$ cat config.mk
export PLATFORM = sky130hd
export DESIGN_NAME = regfile_wb_sched_flat
export DESIGN_NICKNAME = d
export VERILOG_FILES = /design/src/rtl/regfile_wb_sched_pkg.sv /design/src/rtl/regfile_wb_sched_if.sv /design/src/rtl/regfile_wb_sched_rr_arb2.sv /design/src/rtl/regfile_wb_sched.sv /design/src/flat_wrapper.sv
export SDC_FILE = /design/constraint.sdc
export NUM_CORES = 1
export LEC_CHECK = 0
export ABC_AREA = 1
export BUFFER_PORTS_ARGS = -buffer_cell sky130_fd_sc_hd__buf_2
export CAP_MARGIN = 20
export CORE_MARGIN = 2
export CORE_UTILIZATION = 25
export CTS_CLUSTER_SIZE = 16
export DETAILED_ROUTE_END_ITERATION = 12
export SLEW_MARGIN = 20
export SYNTH_ARGS = -nofsm -noshare
export SYNTH_HDL_FRONTEND = slang
export SYNTH_SLANG_ARGS = --single-unit
$ cat constraint.sdc
create_clock -name clk -period 4.36 [get_ports clk]
set_input_delay 0.218 -clock clk [delete_from_list [all_inputs] [get_ports clk]]
set_output_delay 0.218 -clock clk [all_outputs]
set_load 0.005 [all_outputs]
$ cat src/rtl/regfile_wb_sched_pkg.sv
// Shared constants and types for the register-file write-back scheduler.
package regfile_pkg;
    localparam int DATAW = 32;
    localparam int ADDRW = 5;
    localparam int NREG  = 32;
    localparam logic [ADDRW-1:0] ZERO_REG = '0;

    typedef enum logic {SRC_ALU = 1'b0, SRC_LOAD = 1'b1} src_e;

    function automatic logic [NREG-1:0] onehot(input logic [ADDRW-1:0] a);
        return {{(NREG-1){1'b0}}, 1'b1} << a;
    endfunction
endpackage

$ cat src/rtl/regfile_wb_sched_if.sv
// Write-back sources, issue/query ports and register-file write port of the scheduler.
interface regfile_wb_sched_if;
    import regfile_pkg::*;
    logic             s0_valid, s0_ready;
    logic [ADDRW-1:0] s0_addr;
    logic [DATAW-1:0] s0_data;
    logic             s1_valid, s1_ready;
    logic [ADDRW-1:0] s1_addr;
    logic [DATAW-1:0] s1_data;
    logic             iss_valid;
    logic [ADDRW-1:0] iss_addr;
    logic [ADDRW-1:0] q1_addr, q2_addr;
    logic             q1_busy, q2_busy;
    logic             rf_wrenable;
    logic [ADDRW-1:0] rf_a3;
    logic [DATAW-1:0] rf_wr;

    modport master (
        output s0_valid, s0_addr, s0_data, s1_valid, s1_addr, s1_data,
               iss_valid, iss_addr, q1_addr, q2_addr,
        input  s0_ready, s1_ready, q1_busy, q2_busy, rf_wrenable, rf_a3, rf_wr
    );
    modport slave (
        input  s0_valid, s0_addr, s0_data, s1_valid, s1_addr, s1_data,
               iss_valid, iss_addr, q1_addr, q2_addr,
        output s0_ready, s1_ready, q1_busy, q2_busy, rf_wrenable, rf_a3, rf_wr
    );
endinterface

$ cat src/rtl/regfile_wb_sched_rr_arb2.sv
// Two-way round-robin arbiter; last grant advances only when a grant is taken.
module rr_arb2
    import regfile_pkg::*;
(
    input  logic       clk,
    input  logic       reset,
    input  logic [1:0] i_req,
    input  logic       i_ack,
    output logic [1:0] o_gnt
);
    src_e r_last;

    always_comb begin
        o_gnt = i_req;
        if (i_req == 2'b11)
            o_gnt = (r_last == SRC_LOAD) ? 2'b01 : 2'b10;
    end

    // Reset to SRC_LOAD so the ALU source wins the first tie.
    always_ff @(posedge clk) begin
        if (reset)
            r_last <= SRC_LOAD;
        else if (i_ack)
            r_last <= o_gnt[1] ? SRC_LOAD : SRC_ALU;
    end
endmodule

$ cat src/rtl/regfile_wb_sched.sv
// Write-back scheduler: arbitrates ALU/load results onto the single register-file
// write port and keeps the per-register pending-write scoreboard.
module regfile_wb_sched
    import regfile_pkg::*;
(
    input  logic               clk,
    input  logic               reset,
    regfile_wb_sched_if.slave  bus
);
    logic [1:0]       w_req, w_gnt;
    logic             w_xfer;
    logic [ADDRW-1:0] w_addr;
    logic [DATAW-1:0] w_data;
    logic [NREG-1:0]  w_set, w_clr;
    logic [NREG-1:0]  r_busy;
    logic             r_we;
    logic [ADDRW-1:0] r_a3;
    logic [DATAW-1:0] r_wr;

    // No handshake during reset, so no write-back is accepted and then dropped.
    assign w_req = {bus.s1_valid, bus.s0_valid} & {2{~reset}};

    rr_arb2 u_arb (
        .clk   (clk),
        .reset (reset),
        .i_req (w_req),
        .i_ack (w_xfer),
        .o_gnt (w_gnt)
    );

    assign bus.s0_ready = w_gnt[0];
    assign bus.s1_ready = w_gnt[1];
    assign w_xfer       = |w_gnt;
    assign w_addr       = w_gnt[1] ? bus.s1_addr : bus.s0_addr;
    assign w_data       = w_gnt[1] ? bus.s1_data : bus.s0_data;

    // Set is applied after clear so a new producer keeps the register busy.
    assign w_clr = w_xfer ? onehot(w_addr) : '0;
    assign w_set = (bus.iss_valid && bus.iss_addr != ZERO_REG) ? onehot(bus.iss_addr) : '0;

    always_ff @(posedge clk) begin
        if (reset) begin
            r_busy <= '0;
            r_we   <= 1'b0;
            r_a3   <= '0;
            r_wr   <= '0;
        end else begin
            r_busy <= (r_busy & ~w_clr) | w_set;
            r_we   <= w_xfer && (w_addr != ZERO_REG);
            if (w_xfer && w_addr != ZERO_REG) begin
                r_a3 <= w_addr;
                r_wr <= w_data;
            end
        end
    end

    assign bus.rf_wrenable = r_we;
    assign bus.rf_a3       = r_a3;
    assign bus.rf_wr       = r_wr;
    assign bus.q1_busy     = r_busy[bus.q1_addr];
    assign bus.q2_busy     = r_busy[bus.q2_addr];
endmodule

$ cat src/flat_wrapper.sv
// flat-port wrapper written by rule: the top's interface ports become plain ports
module regfile_wb_sched_flat import regfile_pkg::*;
  (clk, reset, bus_s0_valid, bus_s0_addr, bus_s0_data, bus_s1_valid, bus_s1_addr, bus_s1_data, bus_iss_valid, bus_iss_addr, bus_q1_addr, bus_q2_addr, bus_s0_ready, bus_s1_ready, bus_q1_busy, bus_q2_busy, bus_rf_wrenable, bus_rf_a3, bus_rf_wr);
  regfile_wb_sched_if bus_i ();
  input  logic clk;
  input  logic reset;
  input wire logic [$bits(bus_i.s0_valid)-1:0] bus_s0_valid;
  input wire logic [$bits(bus_i.s0_addr)-1:0] bus_s0_addr;
  input wire logic [$bits(bus_i.s0_data)-1:0] bus_s0_data;
  input wire logic [$bits(bus_i.s1_valid)-1:0] bus_s1_valid;
  input wire logic [$bits(bus_i.s1_addr)-1:0] bus_s1_addr;
  input wire logic [$bits(bus_i.s1_data)-1:0] bus_s1_data;
  input wire logic [$bits(bus_i.iss_valid)-1:0] bus_iss_valid;
  input wire logic [$bits(bus_i.iss_addr)-1:0] bus_iss_addr;
  input wire logic [$bits(bus_i.q1_addr)-1:0] bus_q1_addr;
  input wire logic [$bits(bus_i.q2_addr)-1:0] bus_q2_addr;
  output wire logic [$bits(bus_i.s0_ready)-1:0] bus_s0_ready;
  output wire logic [$bits(bus_i.s1_ready)-1:0] bus_s1_ready;
  output wire logic [$bits(bus_i.q1_busy)-1:0] bus_q1_busy;
  output wire logic [$bits(bus_i.q2_busy)-1:0] bus_q2_busy;
  output wire logic [$bits(bus_i.rf_wrenable)-1:0] bus_rf_wrenable;
  output wire logic [$bits(bus_i.rf_a3)-1:0] bus_rf_a3;
  output wire logic [$bits(bus_i.rf_wr)-1:0] bus_rf_wr;
  assign bus_i.s0_valid = bus_s0_valid;
  assign bus_i.s0_addr = bus_s0_addr;
  assign bus_i.s0_data = bus_s0_data;
  assign bus_i.s1_valid = bus_s1_valid;
  assign bus_i.s1_addr = bus_s1_addr;
  assign bus_i.s1_data = bus_s1_data;
  assign bus_i.iss_valid = bus_iss_valid;
  assign bus_i.iss_addr = bus_iss_addr;
  assign bus_i.q1_addr = bus_q1_addr;
  assign bus_i.q2_addr = bus_q2_addr;
  assign bus_s0_ready = bus_i.s0_ready;
  assign bus_s1_ready = bus_i.s1_ready;
  assign bus_q1_busy = bus_i.q1_busy;
  assign bus_q2_busy = bus_i.q2_busy;
  assign bus_rf_wrenable = bus_i.rf_wrenable;
  assign bus_rf_a3 = bus_i.rf_a3;
  assign bus_rf_wr = bus_i.rf_wr;
  regfile_wb_sched u_core (.clk(clk), .reset(reset), .bus(bus_i));
endmodule
# Word level (Yosys, flattened, before mapping)
# Cells that the tools add are included.
# totals
out_inout_bits	42
register_bits	71
# classes
magnitude_cmp	2
muxes	11
n_reduce_logical	5
shift	2
eq_ne	1
bitwise	5
# ops
cell	n
$mux 32	3
$shl 1x5->32 const A	2
$and 32x32->32	1
$not 32->32	1
$or 32x32->32	1
$lt 5x6->1 const B	2
$bmux 1 s5	2
$reduce_bool 5->1	2
$mux 5	1
$mux 2	2
$mux 1	3
$and 2x2->2	1
$eq 2x2->1 const B	1
$logic_and 1x1->1	2
$reduce_or 2->1	1
$not 1->1	1

# Longest topological paths before layout
# Gate-level depths: netlist (run 1).
# depth
word_depth	10
ltp_mapped	12
mapped_depth_nobuf	10

# Hierarchy
# A second synthesis (run 1) with hierarchy kept.
# hier_totals
cells_unflattened	664
hier_area_um2	4544.4
# modules_own_cells
module	cells_per_inst	area_each_um2	n_inst
regfile_wb_sched	655	4485.6	1
rr_arb2	9	58.8	1

# Worst setup path after synthesis (run 1)
# Ideal clock, no wire load.
# synth_path
kind	register -> register
startpoint	register u_core.u_arb.r_last
endpoint	register u_core.r_wr[17] (netlist: u_core.bus.rf_wr[17])
path_stages_with_launch	12
synth_period_minus_slack_ps	1515
setup_time_ps	112
slack_ps	2845
n_path_buf	1
arrival_time_ps	1403
path_cell_list	dfxtp_1 > nand2_2 > nand3_4 > nand2_2 > nand2_4 > nor2_4 > nand2_4 > nand2_4 > nand2_8 > buf_12 > nor2_2 > nor2_1
# synth_via
elab_chain_cells	5
word_cells_on_any_way	7
cone_classes	4 x mux; 3 x reduce/logical
# synth_rtl
item	line_no	rtl
from (decl)	regfile_wb_sched_rr_arb2.sv:11	src_e r_last;
from (signal assigned)	regfile_wb_sched_rr_arb2.sv:24	r_last <= o_gnt[1] ? SRC_LOAD : SRC_ALU;
$mux 2 (*)	regfile_wb_sched_rr_arb2.sv:16	o_gnt = (r_last == SRC_LOAD) ? 2'b01 : 2'b10;
$mux 2 (*)	regfile_wb_sched_rr_arb2.sv:15	if (i_req == 2'b11)
$mux 5	regfile_wb_sched.sv:34	assign w_addr = w_gnt[1] ? bus.s1_addr : bus.s0_addr;
$reduce_bool 5->1	regfile_wb_sched.sv:50	if (w_xfer && w_addr != ZERO_REG) begin
$logic_and 1x1->1	regfile_wb_sched.sv:50	
to (signal assigned)	regfile_wb_sched.sv:52	r_wr <= w_data;
to (decl)	regfile_wb_sched.sv:18	logic [DATAW-1:0] r_wr;
# Every way passes the cells marked *; elsewhere a longest branch is shown, timed or not.
# A chain may end at the register's enable or synchronous reset.

# Worst setup path in the final report (run 1)
# layout_path
startpoint	input reset
endpoint	register u_core.r_busy[5]
# layout_via
elab_chain_cells	10
word_cells_on_any_way	11
cone_classes	1 x eq/ne; 1 x shift; 3 x mux; 5 x bitwise; 1 x reduce/logical
# layout_rtl
item	line_no	rtl
from (decl)	flat_wrapper.sv:6	input logic reset;
$not 1->1	regfile_wb_sched.sv:21	assign w_req = {bus.s1_valid, bus.s0_valid} & {2{~reset}};
$and 2x2->2	regfile_wb_sched.sv:21	
$eq 2x2->1	regfile_wb_sched_rr_arb2.sv:15	
$mux 2	regfile_wb_sched_rr_arb2.sv:15	
$mux 5	regfile_wb_sched.sv:34	
$shl 1x5->32	regfile_wb_sched_pkg.sv:11	return {{(NREG-1){1'b0}}, 1'b1} << a;
$mux 32	regfile_wb_sched.sv:38	assign w_clr = w_xfer ? onehot(w_addr) : '0;
$not 32->32	regfile_wb_sched.sv:48	r_busy <= (r_busy & ~w_clr) | w_set;
$and 32x32->32	regfile_wb_sched.sv:48	
$or 32x32->32	regfile_wb_sched.sv:48	
to (signal assigned)	regfile_wb_sched.sv:48	
to (decl)	regfile_wb_sched.sv:15	logic [NREG-1:0] r_busy;
# Parallel ways exist; a longest one is shown, timed or not.

==> results of run 1 <==
per-layer routing:
layer,track usage,up-vias,part of all wire,wire (µm)
met2,0.2400,174,0.47,6518
met3,0.03187,29,0.069,952
li1,-,2562,-,-
met5,0,-,0,0
met4,0.06391,0,0.031,422
met1,0.1753,2196,0.43,5879
stage by stage:
step	total power (W)	setup WS (ns)	std cells
finish	0.001850	1.543	1088
detailed placement	0.001121	1.179	1071
CTS	0.001870	1.538	1087
global placement	0.001119	1.190	1071
global route	0.001953	1.277	1088
floorplan	0.0009915	2.845	747
layout make-up:
type,count,area [µm²],share of cell area
clock buffers,9,225.2,0.04068
diodes,1,2.502,0.0004520
repair buffers,135,675.6,0.1220
inverters,66,257.7,0.04655
well taps,229,286.5,0.05175
clock inverters,7,72.57,0.01311
multi-input cells,570,2595,0.4687
flip-flops and latches,71,1421,0.2567
power by group through the flow:
stage          Clock (W)  Sequential (W)  Combinational [W]
2_1_floorplan          0        0.000737           0.000255
3_3_place_gp           0        0.000736           0.000383
3_5_place_dp           0        0.000735           0.000385
4_1_cts         0.000762        0.000722           0.000386
5_1_grt         0.000793        0.000727           0.000434
6_report        0.000747        0.000722           0.000382
synth_stat cells (6+ instances only):
master | count | area, µm²
a21oi_1 | 43 | 215.2
o31ai_1 | 6 | 45.04
o21ai_0 | 7 | 35.03
nand3_1 | 113 | 565.5
clkbuf_1 | 22 | 82.58
nand2_2 | 7 | 43.79
buf_2 | 9 | 45.04
inv_1 | 61 | 229.0
nand2_1 | 271 | 1017
nor2_2 | 19 | 118.9
nor2_1 | 82 | 307.8
dfxtp_1 | 71 | 1421
worst max-delay path: cells and delay by family:
family,cells,cell delay [ns]
buffers and inverters,3,1.17
and+or+nand+nor,6,1.54
AOI/OAI and AO/OA,1,0.06
cells by family after synthesis:
group,count (synthesis),share of synthesized area
AOI/OAI and AO/OA,60,0.07656
buffers and inverters,106,0.1063
DFF,71,0.3163
and+or+nand+nor,510,0.5008
final timing paths:
kind	cells past startpoint	startpoint	slack, ns	to
max reg2reg	8	u_core.u_arb.r_last	1.81	u_core.r_busy[5]
min	5	bus_s1_data[9]	0.20	u_core.bus.rf_wr[9]
min reg2reg	2	u_core.bus.rf_wr[0]	0.49	u_core.bus.rf_wr[0]
max	10	reset	1.54	u_core.r_busy[5]
sequential cells by signal, indices dropped and copies added, names as in the netlist:
register                cells
u_core.u_arb.r_last         1
u_core.bus.rf_wrenable      1
u_core.bus.rf_wr           32
u_core.r_busy              32
u_core.bus.rf_a3            5
==> flow_summary.ini, run 1 <==
[clock_network]
clock-root-buffer = clkbuf_16
cts_post_setup_buffers_inserted = 0
clockBufferDepth = 2
clkTransAtPathRegs_ns = 0.06
cts_made_buffers = 9
cts.hold.buffers_added = 0
clock_latency_ns = 0.34
post_cts.resized_instances = 0
tritoncts = built
htree_num_levels = 3
clock_sink_count = 71

[sta]
final.min_clock_period_ns = 2.817
hold-worst-slack_ns = 0.2040
rsz0062_at_grt = no
timing.final.max_slew_violations = 0
layout_worst_path_cycle_share = 0.6462
fin_skew_ns = 0.006818
hold_viol_final = 0
fmax_ghz = 0.3550
tightest_slew_ns = 0.7150
relative_slew_margins = 0.5228
setup-violations-final = 0
setup_tns_ns = 0

[global_route]
grt_pass1_wl_mm = 22.47
first_global_vias = 4691
grt_max_degree = 44
grt_antenna_before_repair = 1
global_route.usage.total = 0.1429
global_route_congestion_overflow_total = 0

[finish]
design.final.nets = 947
nFillCells = 2030
commonest_non_fill_non_tap_cell_in_the_layout = nand2_1
finalCoreUtilization = 0.3114
ratio_of_cells_with_drive_above_1_in_the_final_layout = 0.2284
synthToLayoutAreaGrowth_pct = 23.19
layout.cells.most_common_list = 271 x nand2_1, 135 x buf_2, 113 x nand3_1
post-route-cell-area_um2 = 5537

[run_status]
outcome = completed

[detailed_routing]
viasPerCell = 4.560
wl_mm = 13.77
routed_vias = 4961
wire_per_inst_um = 12.66
first_iteration_detailed_routing_drc_count = 331
routed_antenna_nets = 0
post-route-drc-count = 0
dr.pass1.iters = 5

[power_and_ir_drop]
seq_power_share = 0.390
p_sw_frac = 0.3079
combPwrFrac = 0.206
switching_pwr_w = 0.0005698
cellInternalPower_w = 0.001281
clkPwrFrac = 0.404
power.density_nw_per_um2 = 334.2
total_leakage_power_nw = 2.697
worst_ir_drop_vdd_uv = 158.6

[setup_path]
critPathSlowestCell = nor2_2
critPathCaptureType = flop
critical-path-top-cell-by-count = nand2_1
critical_path.startpoint_type = input pin
critical_path_cell_by_cell = buf_2 > inv_4 > nand3_4 > inv_4 > nand2_1 > nand2_1 > nor2_2 > nand3_1 > nand2_1 > a21oi_1
arrival_ns = 3.00
timing.setup.critical_path_class = in2reg
path_max_fanout = 43
critical_path.max_stage_delay_ns = 0.56
worstPathRequired_ns = 4.54

[yosys]
synth_enable_flop_cells = 0
post_synth_inst_count = 747
yosys_warnings = 0
synth_flop_cell = dfxtp_1
synth_seq_cells = 71
avg_cell_area_syn_um2 = 6.016
syn_nets = 841
synth.cell_area_um2 = 4494
synth_seq_area_share = 0.3163
synth.lib_cells_used.distinct = 32
async_reset_ff_frac = 0

[worst_hold_path]
kind_of_path_behind_the_tightest_hold_check = in2reg

[placement]
detailed_place.area_um2 = 5236
port_buffers = 135
dp_hpwl_mm = 10.05
finalWeightedCongestion = 0.7955

[floorplanning]
fp.dieH_um = 138.1
width_of_the_die_um = 138.1
initial_core_util = 0.2528
floorplan.die_area_um2 = 19070
fp.coreArea_um2 = 17780
pin_count = 136
fp-row-count = 49

[job]
timing.max_cap.violations = 0
(Power assumes the default switching activity.)
==> run 2: changes to the inputs <==
==> constraint.sdc (replaced) <==
create_clock -name clk -period 2.79 [get_ports clk]
set_input_delay 0.1395 -clock clk [delete_from_list [all_inputs] [get_ports clk]]
set_output_delay 0.1395 -clock clk [all_outputs]
set_load 0.005 [all_outputs]
==> run 2 against run 1 <==
Effect of this change:
- critical path depth fell by 1
- routed wire length decreased by 2.2%
- hold slack got worse by 0.083 ns
- first-iteration DRC count is 4.2% lower
- sequential cell count is the same
- register-to-register slack got worse by 0.99 ns
- clock-buffer cell count grew 3
- core utilization grew 0.35 points
- power up 59%
- global-route usage down 0.17 points
- setup slack got worse by 0.72 ns
- critical path type is now reg2reg
- highest routed layer unchanged
==> flow_summary.ini, run 2 (synthesis gave the netlist of run 1 again) <==
[run_status]
outcome = completed

[floorplanning]
pin_count = 136
fp.dieH_um = 138.1
floorplan.die_area_um2 = 19070
width_of_the_die_um = 138.1
initial_core_util = 0.2528
fp-row-count = 49
fp.coreArea_um2 = 17780

[job]
timing.max_cap.violations = 0

[setup_path]
path_max_fanout = 26
worstPathRequired_ns = 3.06
critical_path.startpoint_type = flop
critical_path.max_stage_delay_ns = 0.31
critical_path_cell_by_cell = nand2_2 > nand3_4 > inv_4 > nor2_8 > inv_6 > nand2_2 > nand2_8 > nor2_1 > nor2_1
r2r_cells = 9
critPathSlowestCell = dfxtp_1
critPathLaunch = u_core.u_arb.r_last
critical_path.reg2reg.endpoint = u_core.bus.rf_wr[16]
worst-r2r-setup-slack_ns = 0.82
reg2reg_from = u_core.u_arb.r_last
arrival_ns = 2.24
worst_setup_path_endpoint = u_core.bus.rf_wr[16]
timing.setup.critical_path_class = reg2reg
critPathCaptureType = flop

[sta]
timing.final.max_slew_violations = 0
setup-violations-final = 0
tightest_slew_ns = 0.5252
relative_slew_margins = 0.6495
fin_skew_ns = 0.003474
hold_viol_final = 0
final.min_clock_period_ns = 1.970
layout_worst_path_cycle_share = 0.7062
rsz0062_at_grt = no
fmax_ghz = 0.5075
setup_tns_ns = 0
hold-worst-slack_ns = 0.1212

[detailed_routing]
viasPerCell = 4.478
wire_per_inst_um = 12.33
wl_mm = 13.47
first_iteration_detailed_routing_drc_count = 317
dr.pass1.iters = 5
routed_antenna_nets = 0
routed_vias = 4894
post-route-drc-count = 0

[finish]
design.final.nets = 953
synthToLayoutAreaGrowth_pct = 24.58
diodes = 0
commonest_non_fill_non_tap_cell_in_the_layout = nand2_1
multi_input_area_um2 = 2595
layout.cells.most_common_list = 271 x nand2_1, 135 x buf_2, 113 x nand3_1
ratio_of_cells_with_drive_above_1_in_the_final_layout = 0.2338
nFillCells = 1980
seq_area_um2 = 1421
finalCoreUtilization = 0.3149

[clock_network]
htree_num_levels = 3
tritoncts = built
clock_latency_ns = 0.33
cts_made_buffers = 9
cts.hold.buffers_added = 0
clock_sink_count = 71
clkTransAtPathRegs_ns = 0.06
clock-root-buffer = clkbuf_16
cts_post_setup_buffers_inserted = 0
clockBufferDepth = 2
post_cts.resized_instances = 0

[global_route]
first_global_vias = 4538
global_route.usage.total = 0.1411
global_route_congestion_overflow_total = 0
grt_max_degree = 33
grt_pass1_wl_mm = 22.31
grt_antenna_before_repair = 0

[placement]
dp_hpwl_mm = 10.07
finalWeightedCongestion = 0.8189
port_buffers = 135

[worst_hold_path]
kind_of_path_behind_the_tightest_hold_check = in2reg

[power_and_ir_drop]
worst_ir_drop_vdd_uv = 264.5
total_leakage_power_nw = 2.739
power.density_nw_per_um2 = 526.2
## run 2: worst max-delay path: cells and delay by family (launching register included)
family | cells | cell delay, ns
buf+inv | 2 | 0.42
flops | 1 | 0.31
simple gates | 7 | 1.16
## run 2: area by class of cell
class / instances / area share
inverter: 66 / 0.04603
tap: 229 / 0.05117
sequential: 71 / 0.2539
multi-input combinational: 570 / 0.4635
timing repair buffer: 141 / 0.1287
clock inverter: 4 / 0.009162
clock buffer: 12 / 0.04760
## run 2: report_power, final
| part | switching [W] | internal (W) |
|---|---|---|
| combinational | 0.000370 | 0.000228 |
| sequential | 0.0000445 | 0.00109 |
| clock | 0.000451 | 0.000767 |
| total | 0.000865 | 0.00208 |
## run 2: per-layer routing
metal  wire length, µm  GRT usage  part of all wire  up-vias
met4               297    0.05371             0.022        0
met1              6246     0.1852              0.46     2166
met3               672    0.02563             0.050       23
met5                 0          0                 0        -
li1                  -          -                 -     2569
met2              6257     0.2314              0.46      136
## run 2: per-stage QoR
| stage | setup WS, ns | area, µm² | power [W] | std cells |
|---|---|---|---|---|
| 4_1_cts | 0.8138 | 5599 | 0.002988 | 1093 |
| 2_1_floorplan | 1.275 | 4494 | 0.001549 | 747 |
| 6_report | 0.8197 | 5599 | 0.002947 | 1093 |
| 3_3_place_gp | 0.7945 | 5281 | 0.001754 | 1077 |
| 3_5_place_dp | 0.7523 | 5281 | 0.001756 | 1077 |
| 5_1_grt | 0.5944 | 5599 | 0.003116 | 1093 |
## run 2: worst min path at each step
stage                             start                  end  slack (ns)  depth (start not counted)
floorplan               bus_iss_addr[1]    u_core.r_busy[17]        0.33                          3
global placement    u_core.bus.rf_a3[4]  u_core.bus.rf_a3[4]        0.45                          2
detailed placement  u_core.bus.rf_a3[4]  u_core.bus.rf_a3[4]        0.46                          2
CTS                      bus_s1_data[5]  u_core.bus.rf_wr[5]        0.11                          5
global route             bus_s0_data[8]  u_core.bus.rf_wr[8]        0.15                          5
finish                   bus_s1_data[5]  u_core.bus.rf_wr[5]        0.12                          5
==> run 3: changes to the inputs <==
==> constraint.sdc (replaced) <==
create_clock -name clk -period 1.91 [get_ports clk]
set_input_delay 0.0955 -clock clk [delete_from_list [all_inputs] [get_ports clk]]
set_output_delay 0.0955 -clock clk [all_outputs]
set_load 0.005 [all_outputs]
==> run 3 against run 2 <==
Effect of this change:
- sequential share of layout area decreased by 0.17 points
- non-clock buffer count increased by 10
- clock-buffer cell count fell by 1
- clock skew rose by 0.0028 ns
- sequential cell count stayed put
- final cell count increased by 0.82%
- largest cell class unchanged
- first-iteration DRC count is 0.32% higher
- die area unchanged
- clock power is 34% higher
==> flow_summary.ini, run 3 (synthesis gave the netlist of run 1 again) <==
[run_status]
outcome = completed

[sta]
tightest_slew_ns = 0.5000
final.min_clock_period_ns = 1.732
rsz0062_at_grt = no
timing.final.max_slew_violations = 0
setup-violations-final = 0
relative_slew_margins = 0.6663
fmax_ghz = 0.5774
fin_skew_ns = 0.006322
layout_worst_path_cycle_share = 0.9068
hold_viol_final = 0
setup_tns_ns = 0

[setup_path]
arrival_ns = 1.96
reg2reg_from = u_core.u_arb.r_last
worstPathRequired_ns = 2.14
critPathTopFamily = simple AND/OR/NAND/NOR gates
critical_path.startpoint_type = flop
path_max_fanout = 14
critical_path.max_stage_delay_ns = 0.31
worst-path-buf-inv = 1
timing.setup.critical_path_class = reg2reg
critical_path_cell_by_cell = nand2_2 > nand3_4 > nand2_1 > nand2_2 > nor2_4 > nand2_4 > nand2_4 > buf_4 > nand3_1 > nand2_1 > nor2_1
critPathSlowestCell = dfxtp_1
critPathCaptureType = flop
critPathLaunch = u_core.u_arb.r_last

[detailed_routing]
routed_antenna_nets = 0
post-route-drc-count = 0
viasPerCell = 4.425
first_iteration_detailed_routing_drc_count = 318
wire_per_inst_um = 12.41
wl_mm = 13.68
routed_vias = 4876
dr.pass1.iters = 5

[global_route]
global_route_congestion_overflow_total = 0
grt_antenna_before_repair = 0
first_global_vias = 4725
grt_pass1_wl_mm = 22.96
global_route.usage.total = 0.1458
grt_max_degree = 38

[worst_hold_path]
kind_of_path_behind_the_tightest_hold_check = in2reg
hold_start = bus_s1_data[23]

[placement]
dp_hpwl_mm = 10.36
finalWeightedCongestion = 0.8343
port_buffers = 135
placed_cells = 1085

[finish]
synthToLayoutAreaGrowth_pct = 25.42
nFillCells = 2004
diodes = 0
fin_cells = 1102
design.final.nets = 963
commonest_non_fill_non_tap_cell_in_the_layout = nand2_1
ratio_of_cells_with_drive_above_1_in_the_final_layout = 0.2394
layout.cells.most_common_list = 271 x nand2_1, 135 x buf_2, 113 x nand3_1

[clock_network]
post_cts.resized_instances = 0
clkTransAtPathRegs_ns = 0.06
cts_made_buffers = 9
tritoncts = built
clockBufferDepth = 2
clock_latency_ns = 0.34
clock-root-buffer = clkbuf_16
htree_num_levels = 3
clock_sink_count = 71

[power_and_ir_drop]
total_leakage_power_nw = 2.766
power.density_nw_per_um2 = 741.0
worst_ir_drop_vdd_uv = 394.0

[job]
timing.max_cap.violations = 0

[floorplanning]
initial_core_util = 0.2528
floorplan.die_area_um2 = 19070
pin_count = 136
fp.dieH_um = 138.1
fp-row-count = 49
width_of_the_die_um = 138.1
fp.coreArea_um2 = 17780
## run 3: cell count changes in the layout (fill, tap and decap cells not counted)
cell,previous run,this run
buf_4,6,16
inv_6,2,1
clkbuf_1,0,2
clkinv_2,1,2
clkbuf_8,3,0
## run 3: worst paths after layout
kind                            slack [ns]              endpoint  depth (start not counted)
worst max-delay path                  0.18   u_core.bus.rf_a3[0]                         11
worst min-delay path                  0.08  u_core.bus.rf_wr[23]                          5
worst max register to register        0.18   u_core.bus.rf_a3[0]                         11
worst min register to register        0.46   u_core.bus.rf_a3[4]                          2
## run 3: power breakdown
group	switching [W]	leakage [nW]	total, W	internal (W)
Combinational	0.000553	2.05	0.000903	0.000349
Clock	0.000628	0.135	0.00163	0.000999
Sequential	0.0000609	0.583	0.00165	0.00159
Total	0.00124	2.77	0.00418	0.00293
## run 3: per-layer routing
| metal | track usage | vias up | wire length [µm] |
|---|---|---|---|
| met2 | 0.2423 | 130 | 6485 |
| li1 | - | 2594 | - |
| met4 | 0.05424 | 0 | 303 |
| met3 | 0.03983 | 25 | 754 |
| met5 | 0 | - | 0 |
| met1 | 0.1808 | 2127 | 6136 |
## run 3: cell type report
| cell class | instances | area [µm²] | area share |
|---|---|---|---|
| Timing Repair Buffer | 151 | 795.8 | 0.1412 |
| Inverter | 66 | 257.7 | 0.04573 |
| Tap cell | 229 | 286.5 | 0.05083 |
| Sequential cell | 71 | 1421 | 0.2522 |
| Clock buffer | 11 | 232.7 | 0.04129 |
| Multi-Input combinational cell | 570 | 2595 | 0.4604 |
| Clock inverter | 4 | 47.55 | 0.008435 |
## run 3: timing repair
item                                    in CTS  in global routing
hold endpoints to repair                     0                  0
buffers inserted                             0                  2
endpoints found under the setup margin       0                  5
hold buffers                                 0                  0
## run 3: through the flow
| stage | hold slack, ns | setup WS (ns) | utilization | area, µm² | total power [W] |
|---|---|---|---|---|---|
| 6_report | 0.08018 | 0.1780 | 0.3170 | 5637 | 0.004177 |
| 5_1_grt | 0.09942 | 0.03586 | 0.3170 | 5637 | 0.004424 |
| 4_1_cts | 0.06790 | 0.1306 | 0.3162 | 5622 | 0.004232 |
| 3_5_place_dp | 0.4230 | 0.1564 | 0.3004 | 5341 | 0.002585 |
| 3_3_place_gp | 0.4147 | 0.2012 | 0.3004 | 5341 | 0.002578 |
| 2_1_floorplan | 0.2523 | 0.3955 | - | 4494 | 0.002263 |
## run 3: worst reg2reg max path: stages (launching register included)
cell and delay (ns):
dfxtp_1 0.31, nand2_2 0.14, nand3_4 0.17, nand2_1 0.11, nand2_2 0.12, nor2_4 0.18
nand2_4 0.07, nand2_4 0.09, buf_4 0.21, nand3_1 0.11, nand2_1 0.08, nor2_1 0.04
